<file path="src/rtl/bitstream_tx_if.sv">
// Handshake and serial-output bundle between a frame source and bitstream_tx.
// The master drives frame requests and payload words; the slave serialises them.
interface bitstream_tx_if #(
    parameter int HEADER_WIDTH = 32,
    parameter int WORD_WIDTH   = 32
);
    logic                    start;
    logic [3:0]              instr;
    logic [HEADER_WIDTH-5:0] len;
    logic [WORD_WIDTH-1:0]   word_i;
    logic                    word_valid;
    logic                    word_ready;
    logic                    data_o;
    logic                    en_o;
    logic                    busy;
    logic                    done;
    logic                    underrun;

    modport master (
        output start, instr, len, word_i, word_valid,
        input  word_ready, data_o, en_o, busy, done, underrun
    );

    modport slave (
        input  start, instr, len, word_i, word_valid,
        output word_ready, data_o, en_o, busy, done, underrun
    );
endinterface

</file>
<file path="src/rtl/bitstream_tx.sv">
// Serial frame transmitter: enable strobe, LSB-first header, streamed
// payload words, then a drain gap before the next frame can start.
module bitstream_tx #(
    parameter int HEADER_WIDTH = 32,
    parameter int WORD_WIDTH   = 32,
    parameter int GAP_CYCLES   = 16
) (
    input  logic           clk,
    input  logic           rst,
    bitstream_tx_if.slave  bus
);
    localparam int LW  = HEADER_WIDTH - 4;
    localparam int HCW = $clog2(HEADER_WIDTH);
    localparam int BCW = $clog2(WORD_WIDTH);
    localparam int GCW = $clog2(GAP_CYCLES + 1);

    localparam logic [HCW-1:0] HLAST = HCW'(HEADER_WIDTH - 1);
    localparam logic [BCW-1:0] BLAST = BCW'(WORD_WIDTH - 1);
    localparam logic [GCW-1:0] GLAST = GCW'(GAP_CYCLES - 1);

    typedef enum logic [2:0] {
        S_IDLE,
        S_EN,
        S_HDR,
        S_PAY,
        S_GAP
    } state_t;

    state_t                  r_state, w_state;
    logic [HEADER_WIDTH-1:0] r_hdr, w_hdr;
    logic [WORD_WIDTH-1:0]   r_word, w_word;
    logic [LW-1:0]           r_rem, w_rem;
    logic [HCW-1:0]          r_hcnt, w_hcnt;
    logic [BCW-1:0]          r_bcnt, w_bcnt;
    logic [GCW-1:0]          r_gcnt, w_gcnt;
    logic                    r_data, w_data;
    logic                    r_en, w_en;
    logic                    r_busy, w_busy;
    logic                    r_done, w_done;
    logic                    r_und, w_und;
    logic                    w_ready;
    logic                    w_xfer;

    // r_rem still holds len during HDR and counts down through PAY
    assign w_ready = ((r_state == S_HDR) && (r_hcnt == HLAST) && (r_rem != '0))
                  || ((r_state == S_PAY) && (r_bcnt == BLAST) && (r_rem > LW'(1)));
    assign w_xfer  = w_ready & bus.word_valid;

    always_comb begin
        w_state = r_state;
        w_hdr   = r_hdr;
        w_word  = r_word;
        w_rem   = r_rem;
        w_hcnt  = r_hcnt;
        w_bcnt  = r_bcnt;
        w_gcnt  = r_gcnt;
        w_data  = 1'b0;
        w_en    = 1'b0;
        w_done  = 1'b0;
        w_und   = 1'b0;
        unique case (r_state)
            S_IDLE: begin
                // the done cycle is IDLE but must not accept a new frame
                if (bus.start && !r_done) begin
                    w_state = S_EN;
                    w_hdr   = {bus.len, bus.instr};
                    w_rem   = bus.len;
                    w_hcnt  = '0;
                    w_en    = 1'b1;
                end
            end
            S_EN: begin
                w_state = S_HDR;
                w_data  = r_hdr[0];
                w_hdr   = r_hdr >> 1;
                w_hcnt  = '0;
            end
            S_HDR: begin
                if (r_hcnt != HLAST) begin
                    w_data = r_hdr[0];
                    w_hdr  = r_hdr >> 1;
                    w_hcnt = r_hcnt + HCW'(1);
                end else if (r_rem == '0) begin
                    w_state = S_GAP;
                    w_gcnt  = '0;
                end else if (w_xfer) begin
                    w_state = S_PAY;
                    w_data  = bus.word_i[0];
                    w_word  = bus.word_i >> 1;
                    w_bcnt  = '0;
                end else begin
                    w_state = S_IDLE;
                    w_und   = 1'b1;
                end
            end
            S_PAY: begin
                w_rem = r_rem - LW'(1);
                if (r_rem == LW'(1)) begin
                    w_state = S_GAP;
                    w_gcnt  = '0;
                end else if (r_bcnt != BLAST) begin
                    w_data = r_word[0];
                    w_word = r_word >> 1;
                    w_bcnt = r_bcnt + BCW'(1);
                end else if (w_xfer) begin
                    w_data = bus.word_i[0];
                    w_word = bus.word_i >> 1;
                    w_bcnt = '0;
                end else begin
                    w_state = S_IDLE;
                    w_und   = 1'b1;
                end
            end
            S_GAP: begin
                if (r_gcnt == GLAST) begin
                    w_state = S_IDLE;
                    w_done  = 1'b1;
                end else begin
                    w_gcnt = r_gcnt + GCW'(1);
                end
            end
            default: w_state = S_IDLE;
        endcase
        w_busy = (w_state != S_IDLE);
    end

    always_ff @(posedge clk or posedge rst) begin
        if (rst) begin
            r_state <= S_IDLE;
            r_hdr   <= '0;
            r_word  <= '0;
            r_rem   <= '0;
            r_hcnt  <= '0;
            r_bcnt  <= '0;
            r_gcnt  <= '0;
            r_data  <= 1'b0;
            r_en    <= 1'b0;
            r_busy  <= 1'b0;
            r_done  <= 1'b0;
            r_und   <= 1'b0;
        end else begin
            r_state <= w_state;
            r_hdr   <= w_hdr;
            r_word  <= w_word;
            r_rem   <= w_rem;
            r_hcnt  <= w_hcnt;
            r_bcnt  <= w_bcnt;
            r_gcnt  <= w_gcnt;
            r_data  <= w_data;
            r_en    <= w_en;
            r_busy  <= w_busy;
            r_done  <= w_done;
            r_und   <= w_und;
        end
    end

    assign bus.word_ready = w_ready;
    assign bus.data_o     = r_data;
    assign bus.en_o       = r_en;
    assign bus.busy       = r_busy;
    assign bus.done       = r_done;
    assign bus.underrun   = r_und;
endmodule

</file>
<file path="src/flat_wrapper.sv">
// flat-port wrapper written by rule: the top's interface ports become plain ports
module bitstream_tx_flat 
#(
    parameter int HEADER_WIDTH = 32,
    parameter int WORD_WIDTH   = 32,
    parameter int GAP_CYCLES   = 16
)
  (clk, rst, bus_start, bus_instr, bus_len, bus_word_i, bus_word_valid, bus_word_ready, bus_data_o, bus_en_o, bus_busy, bus_done, bus_underrun);
  bitstream_tx_if #(.HEADER_WIDTH(HEADER_WIDTH), .WORD_WIDTH(WORD_WIDTH)) bus_i ();
  input  logic clk;
  input  logic rst;
  input wire logic [$bits(bus_i.start)-1:0] bus_start;
  input wire logic [$bits(bus_i.instr)-1:0] bus_instr;
  input wire logic [$bits(bus_i.len)-1:0] bus_len;
  input wire logic [$bits(bus_i.word_i)-1:0] bus_word_i;
  input wire logic [$bits(bus_i.word_valid)-1:0] bus_word_valid;
  output wire logic [$bits(bus_i.word_ready)-1:0] bus_word_ready;
  output wire logic [$bits(bus_i.data_o)-1:0] bus_data_o;
  output wire logic [$bits(bus_i.en_o)-1:0] bus_en_o;
  output wire logic [$bits(bus_i.busy)-1:0] bus_busy;
  output wire logic [$bits(bus_i.done)-1:0] bus_done;
  output wire logic [$bits(bus_i.underrun)-1:0] bus_underrun;
  assign bus_i.start = bus_start;
  assign bus_i.instr = bus_instr;
  assign bus_i.len = bus_len;
  assign bus_i.word_i = bus_word_i;
  assign bus_i.word_valid = bus_word_valid;
  assign bus_word_ready = bus_i.word_ready;
  assign bus_data_o = bus_i.data_o;
  assign bus_en_o = bus_i.en_o;
  assign bus_busy = bus_i.busy;
  assign bus_done = bus_i.done;
  assign bus_underrun = bus_i.underrun;
  bitstream_tx #(.HEADER_WIDTH(HEADER_WIDTH), .WORD_WIDTH(WORD_WIDTH), .GAP_CYCLES(GAP_CYCLES)) u_core (.clk(clk), .rst(rst), .bus(bus_i));
endmodule
</file>
<file path="config.mk">
export PLATFORM = sky130hd
export DESIGN_NAME = bitstream_tx_flat
export DESIGN_NICKNAME = d
export VERILOG_FILES = /design/src/rtl/bitstream_tx_if.sv /design/src/rtl/bitstream_tx.sv /design/src/flat_wrapper.sv
export SDC_FILE = /design/constraint.sdc
export NUM_CORES = 1
export LEC_CHECK = 0
export ABC_AREA = 1
export BUFFER_PORTS_ARGS = -buffer_cell sky130_fd_sc_hd__buf_2
export CORE_MARGIN = 4
export CORE_UTILIZATION = 55
export CTS_BUF_LIST = sky130_fd_sc_hd__clkbuf_2 sky130_fd_sc_hd__clkbuf_4 sky130_fd_sc_hd__clkbuf_8
export DETAILED_ROUTE_END_ITERATION = 7
export PLACE_DENSITY = 0.86
export SYNTH_ARGS = -nofsm -noshare
export SYNTH_HDL_FRONTEND = slang
export SYNTH_SLANG_ARGS = --single-unit
</file>
<file path="constraint.sdc">
create_clock -name clk -period 3.05 [get_ports clk]
set_input_delay 0 -clock clk [delete_from_list [all_inputs] [get_ports clk]]
set_output_delay 0 -clock clk [all_outputs]
set_load 0.1 [all_outputs]
</file>
Word level (Yosys, flattened, before mapping):

Cells that the tools add are included.

* word-level logic and storage cells: 105
* input port bits: 68
* register bits after elaboration: 115

* $lt $le $gt $ge: 1
* reduce and logical (&&, ||, !) cells: 19
* multiplexer cells: 50
* $add $sub $neg: 4
* bitwise logic cells: 1
* eq/ne operators: 18

Operator list (count)
* 32-bit 2-to-1 mux: 7
* 32-bit one-hot mux with 3 select lines: 1
* 32-bit one-hot mux with 2 select lines: 1
* 28-bit one-hot mux with 2 select lines: 1
* 5-bit 2-to-1 mux: 11
* 5-bit one-hot mux with 3 select lines: 2
* 28-bit by 1-bit equality test with 1-bit output (second input constant): 1
* 28-bit by 1-bit > comparator with 1-bit output (second input constant): 1
* 28-bit logical NOT: 1
* 28-bit 2-to-1 mux: 1
* 28-bit nonzero test: 1
* 28-bit by 1-bit subtractor with 28-bit output (second input constant): 1
* 3-bit 2-to-1 mux: 7
* 5-bit by 1-bit adder with 5-bit output (second input constant): 3
* 3-bit one-hot mux with 5 select lines: 1
* 1-bit 2-to-1 mux: 14
* 2-bit inequality test (second input constant): 7
* 5-bit equality test (second input constant): 2
* 5-bit inequality test (second input constant): 2
* 5-bit one-hot mux with 2 select lines: 1
* 3-bit nonzero test: 3
* 3-bit by 2-bit equality test with 1-bit output (second input constant): 2
* 5-bit by 4-bit equality test with 1-bit output (second input constant): 1
* 1-bit logical AND: 5
* other kinds (15): 16

Logic depth before layout (Yosys ltp):

* depth in word-level cells: 10
* gate-level depth with buffers: 15
* mapped depth without buffers: 14

Least setup slack after synthesis:

OpenSTA, ideal clock, no wires.

* path kind: flip-flop to flip-flop
* start: register u_core.r_done, in the netlist u_core.bus.done
* end: register u_core.r_rem[21]
* clock period less this slack: 2095 ps
* data required time: 2963 ps
* data arrival time: 2008 ps
* cell stages (with the launch flop): 8
* slack: 955 ps
* buffers on the path: 1
* cell sequence: dfrtp_1 -> nor2_1 -> nand3_2 -> inv_2 -> nor2_1 -> inv_2 -> clkbuf_1 -> o211ai_1

* longest elaborated chain between the ends: 4

Ends and longest elaborated chain
* from (decl): RTL line bitstream_tx.sv:39 `logic r_done, w_done;`
* from (signal assigned): RTL line bitstream_tx.sv:152 `r_done <= w_done;`
* 1-bit logical NOT: RTL line bitstream_tx.sv:64 `if (bus.start && !r_done) begin`
* 1-bit logical AND: RTL line bitstream_tx.sv:64
* 2-bit by 1-bit inequality test with 1-bit output (no line)
* 2-bit AND reduction (no line)
* to (signal assigned): RTL line bitstream_tx.sv:145 `r_rem <= w_rem;`
* to (decl): RTL line bitstream_tx.sv:32 `logic [LW-1:0] r_rem, w_rem;`

Every way passes these cells.
A chain may end at the register's enable or synchronous reset.

Final worst setup path:

* start: register u_core.r_bcnt[0]
* end: register u_core.r_bcnt[2]

* longest elaborated chain between the ends: 9
* elaborated cells between the ends (all ways): 13

Ends and longest elaborated chain
* from (decl): RTL line bitstream_tx.sv:34 `logic [BCW-1:0] r_bcnt, w_bcnt;`
* from (signal assigned): RTL line bitstream_tx.sv:147 `r_bcnt <= w_bcnt;`
* 5-bit equality test: RTL line bitstream_tx.sv:46 `|| ((r_state == S_PAY) && (r_bcnt == BLAST) && (r_rem > LW'(1)));`
* 1-bit logical AND (2 in a row): RTL line bitstream_tx.sv:46
* 1-bit logical OR: RTL line bitstream_tx.sv:46
* 1-bit AND: RTL line bitstream_tx.sv:47 `assign w_xfer = w_ready & bus.word_valid;`
* 5-bit 2-to-1 mux
* 5-bit 2-to-1 mux, on equally long branches (2 in a row)
* 5-bit one-hot mux with 2 select lines (*): RTL line bitstream_tx.sv:61 `unique case (r_state)`

Mark *: on every way between the ends. The rest lies on a longest branch, timed or not. The select of a mux whose other input is x is not followed.

==> impl_summary.txt <==
----------------------------------------------------
[STA]
  Final clock period utilization by the worst path ... 82.9%
  Setup-failing EPs final ... 0
  Final slew viol count ... 0
  Final Hold Violating Endpoints ... 0
  Transition time at the pin with the least slew margin ... 0.705 ns
  Relative slew slack ... 53.0%
  Min cycle time layout ... 2.53 ns
  Maximum clock frequency ... 0.396 GHz
  Unrepaired setup endpoints after global routing ... false
  Worst clock skew ... 0.0155 ns
  Final sum of negative setup slack ... 0 ns

[Route]
  Count of routing violations after the opening detailed-route iteration ... 541
  Wire length per cell ... 15.0 um
  Via density per instance ... 5.47
  Post-detailed-route DRC marker count ... 0
  Iteration count of the initial detailed-routing pass ... 5
  Overall via count from detail_route ... 6091
  Total Routed Length ... 16700 um
  Antenna Nets Post-Route ... 0

[Power]
  Internal power summed over all cells ... 3.98 mW
  Switching share of power ... 44.2%
  Power density of the placed cells ... 911 mW/mm^2
  Overall Power ... 7.13 mW
  P_sw ... 3.15 mW
  Clk pwr share ... 19.2%
  Share of power burned in registers ... 38.4%
  Static leakage ... 3.68 nW
  Worst vdd rail ir drop ... 0.645 mV
  Fraction of power consumed by combinational cells ... 42.4%

[Synth]
  Warnings from Yosys ... 0
  Distinct cell type count of the synthesized netlist ... 51
  Top_reg_cell synth ... sky130_fd_sc_hd__dfrtp_1
  Proportion of register bits with asynchronous set or reset after synthesis ... 100%
  Synthesized instance count ... 826
  Synth Cell Area ... 0.00638 mm^2
  Cell types with the largest area share after synthesis ... sky130_fd_sc_hd__dfrtp_1 (45%), sky130_fd_sc_hd__nand2_1 (8.4%), sky130_fd_sc_hd__nor2_1 (7.8%)
  Number of nets in the synthesized netlist ... 903
  Most numerous cell types in the synthesized netlist ... sky130_fd_sc_hd__nand2_1 (143), sky130_fd_sc_hd__nor2_1 (132), sky130_fd_sc_hd__dfrtp_1 (115)
  Yosys top cell area share ... 45.1%
  Library cell occupying the most area in the post-synthesis netlist ... sky130_fd_sc_hd__dfrtp_1
  Number of synthesized register bits ... 115
  Post-synth EDFFs ... 0
  Sequential cell area fraction in the yosys report ... 45.1%
  Most numerous cell in the Yosys netlist ... sky130_fd_sc_hd__nand2_1
  Synthesized area per cell ... 7.72 um^2

[Clock network]
  Sinks on Clock Net ... 115
  Max Root-Sink Buffers ... 2
  CTS H-tree lvls ... 4
  Cts bufs inserted ... 17
  Clock insertion delay at the later pin of the skew report ... 0.45 ns
  Root buffer selected by CTS ... sky130_fd_sc_hd__clkbuf_8
  CTS tree ... yes
  Clk pin slew, worst setup/hold paths ... 0.08 ns
  Resized cells post-CTS ... 0

[Placement]
  # port buffers ... 73
  GPL Wtd Cong ... 0.872
  Dpl hpwl ... 10200 um

[Die]
  Die Footprint ... 0.0134 mm^2
  Count of boundary I/O pins ... 74
  Die boundary width ... 116 um
  FP Rows ... 39
  Starting density of the core ... 56.1%
  Area of the core region ... 0.0114 mm^2
  Die Y-Extent ... 116 um

[Setup path]
  Startpoint of the worst setup timing path ... u_core.r_bcnt[0]$_DFFE_PP0P_
  Crit-path max FO ... 33
  Setup slack on the worst flop-to-flop path ... 0.52 ns
  CP Launch Type ... flip-flop
  CP Data Arrival Time ... 2.82 ns
  Capture instance of the worst register-to-register path ... u_core.r_bcnt[2]$_DFFE_PP0P_
  Capturing element of the worst setup path ... u_core.r_bcnt[2]$_DFFE_PP0P_
  Largest delay share family, worst path ... simple AND/OR/NAND/NOR gates
  Crit Path Class ... reg2reg
  Critical path, cell by cell ... ha_1 > nand2_1 > nor2_1 > ha_1 > nor2_1 > nand3_4 > nand2_4 > inv_1 > nand2_1 > o21ai_0
  Critical-path cell with the highest stage delay ... sky130_fd_sc_hd__dfrtp_1
  Data required time at the worst endpoint ... 3.34 ns
  Worst reg2reg path startpoint ... u_core.r_bcnt[0]$_DFFE_PP0P_
  Worst Reg-to-Reg Cells ... 10
  Crit path buffers/inverters ... 1
  Cell count along the critical path ... 10
  Crit end category ... flip-flop
  Slowest cell delay on critical path ... 0.42 ns

[Layout]
  P&R area growth vs syn ... 22.7%
  Layout net count ... 1034
  Ant diodes ... 0
  Fraction of final layout cells sized beyond drive strength 1 ... 19.0%

[Job]
  Max cap viols ... 0

[GRT]
  Sum of overflow across all layers after global routing ... 0
  Overall track demand over capacity in global routing ... 26.4%
  Number of antenna violations at the first check in global routing ... 0
  Pin count of the biggest net entering global routing ... 55
  Wire length of the first global-routing pass ... 28000 um
  Number of global-route vias before repair ... 5983

[Hold path]
  Min-delay src ... bus_word_valid
  Worst min-delay path category ... in2reg

[Run status]
  Result of the run ... complete, no violations

----------------------------------------------------
==> worst register-to-register path, cell delays in order, from the launching register on <==
cell and delay [ns]:
sky130_fd_sc_hd__dfrtp_1 0.42, sky130_fd_sc_hd__ha_1 0.24, sky130_fd_sc_hd__nand2_1 0.07, sky130_fd_sc_hd__nor2_1 0.04, sky130_fd_sc_hd__ha_1 0.26, sky130_fd_sc_hd__nor2_1 0.35, sky130_fd_sc_hd__nand3_4 0.37, sky130_fd_sc_hd__nand2_4 0.31
sky130_fd_sc_hd__inv_1 0.13, sky130_fd_sc_hd__nand2_1 0.09, sky130_fd_sc_hd__o21ai_0 0.10
==> power groups by stage <==
stage	registers, mW	clock network, mW	logic, mW
final	2.74	1.37	3.02
after global routing	2.80	1.46	3.44
after CTS	2.70	1.38	2.99
after detailed placement	2.72	0	2.89
after global placement	2.70	0	2.80
after floorplan	2.73	0	2.19
==> sequential cells by signal (all words and copies together) (netlist names), 3 cells and up <==
signal,cells
u_core.r_state,3
u_core.r_hcnt,5
u_core.r_rem,28
u_core.r_gcnt,5
u_core.r_bcnt,5
u_core.r_hdr,32
u_core.r_word,32
==> worst min path at each step <==
| stage | endpoint | slack [ns] | cells past startpoint |
|---|---|---|---|
| 2_1_floorplan | u_core.r_rem[18]$_DFFE_PP0P_ | 0.11 | 2 |
| 3_3_place_gp | u_core.bus.data_o$_DFF_PP0_ | 0.15 | 2 |
| 3_5_place_dp | u_core.bus.data_o$_DFF_PP0_ | 0.16 | 2 |
| 4_1_cts | u_core.bus.underrun$_DFF_PP0_ | 0.02 | 3 |
| 5_1_grt | u_core.bus.underrun$_DFF_PP0_ | 0.06 | 3 |
| 6_report | u_core.bus.underrun$_DFF_PP0_ | 0.04 | 3 |
==> layer usage <==
metal  global-route usage (%)  share of wire, %  up-vias
li1                         -                 -     2960
met1                     34.1                42     2870
met2                     44.3                50      230
met3                     6.01               5.6       31
met4                     8.66               2.2        0
met5                        0                 0        -
==> area by class of cell <==
cell class	instances	area (um^2)
fill	879	3540
multi-input combinational	588	2960
sequential	115	2880
timing repair buffer	148	1100
inverter	87	332
clock buffer	18	248
tap	143	179
clock inverter	14	131
==> cell usage in the layout, fill, tap and decap left out, types with 10 or more instances in the layout <==
cell type	n
sky130_fd_sc_hd__nor2_1	132
sky130_fd_sc_hd__o21ai_0	27
sky130_fd_sc_hd__o211ai_1	10
sky130_fd_sc_hd__a21oi_1	73
sky130_fd_sc_hd__nand4_1	10
sky130_fd_sc_hd__dfrtp_1	115
sky130_fd_sc_hd__clkbuf_8	18
sky130_fd_sc_hd__nand3_1	74
sky130_fd_sc_hd__o21ai_1	11
sky130_fd_sc_hd__dlygate4sd3_1	65
sky130_fd_sc_hd__inv_1	69
sky130_fd_sc_hd__inv_2	16
sky130_fd_sc_hd__buf_2	73
sky130_fd_sc_hd__nor2_2	28
sky130_fd_sc_hd__nand2_1	143
==> cell families after synthesis <==
family	after synthesis	synth area share, %
multiplexers	1	0.157
adder cells (fa/ha/maj)	9	1.77
AND/OR/NAND/NOR	426	30.5
AO/OA/AOI/OAI	145	12.8
flip-flops	115	45.1
buffers and inverters	123	8.63
XOR/XNOR	7	0.961
==> stage by stage <==
step	util, %	setup WS (ns)	instances	hold WS (ns)	instance area, um^2
final	68.8	0.523	1113	0.0414	7830
after CTS	68.8	0.548	1113	0.0159	7830
after detailed placement	59.8	0.625	1016	0.161	6800
after global placement	59.8	0.687	1016	0.154	6800
after global routing	68.8	0.268	1113	0.0579	7830
after floorplan	-	0.00594	826	0.112	6380
==> timing repair <==
action                     in CTS  in global routing
hold buffers                   65                  0
setup buffers                   0                  0
hold endpoints to repair      143                  0
setup endpoints to repair       0                  0
Power figures use the tool's default switching activity.
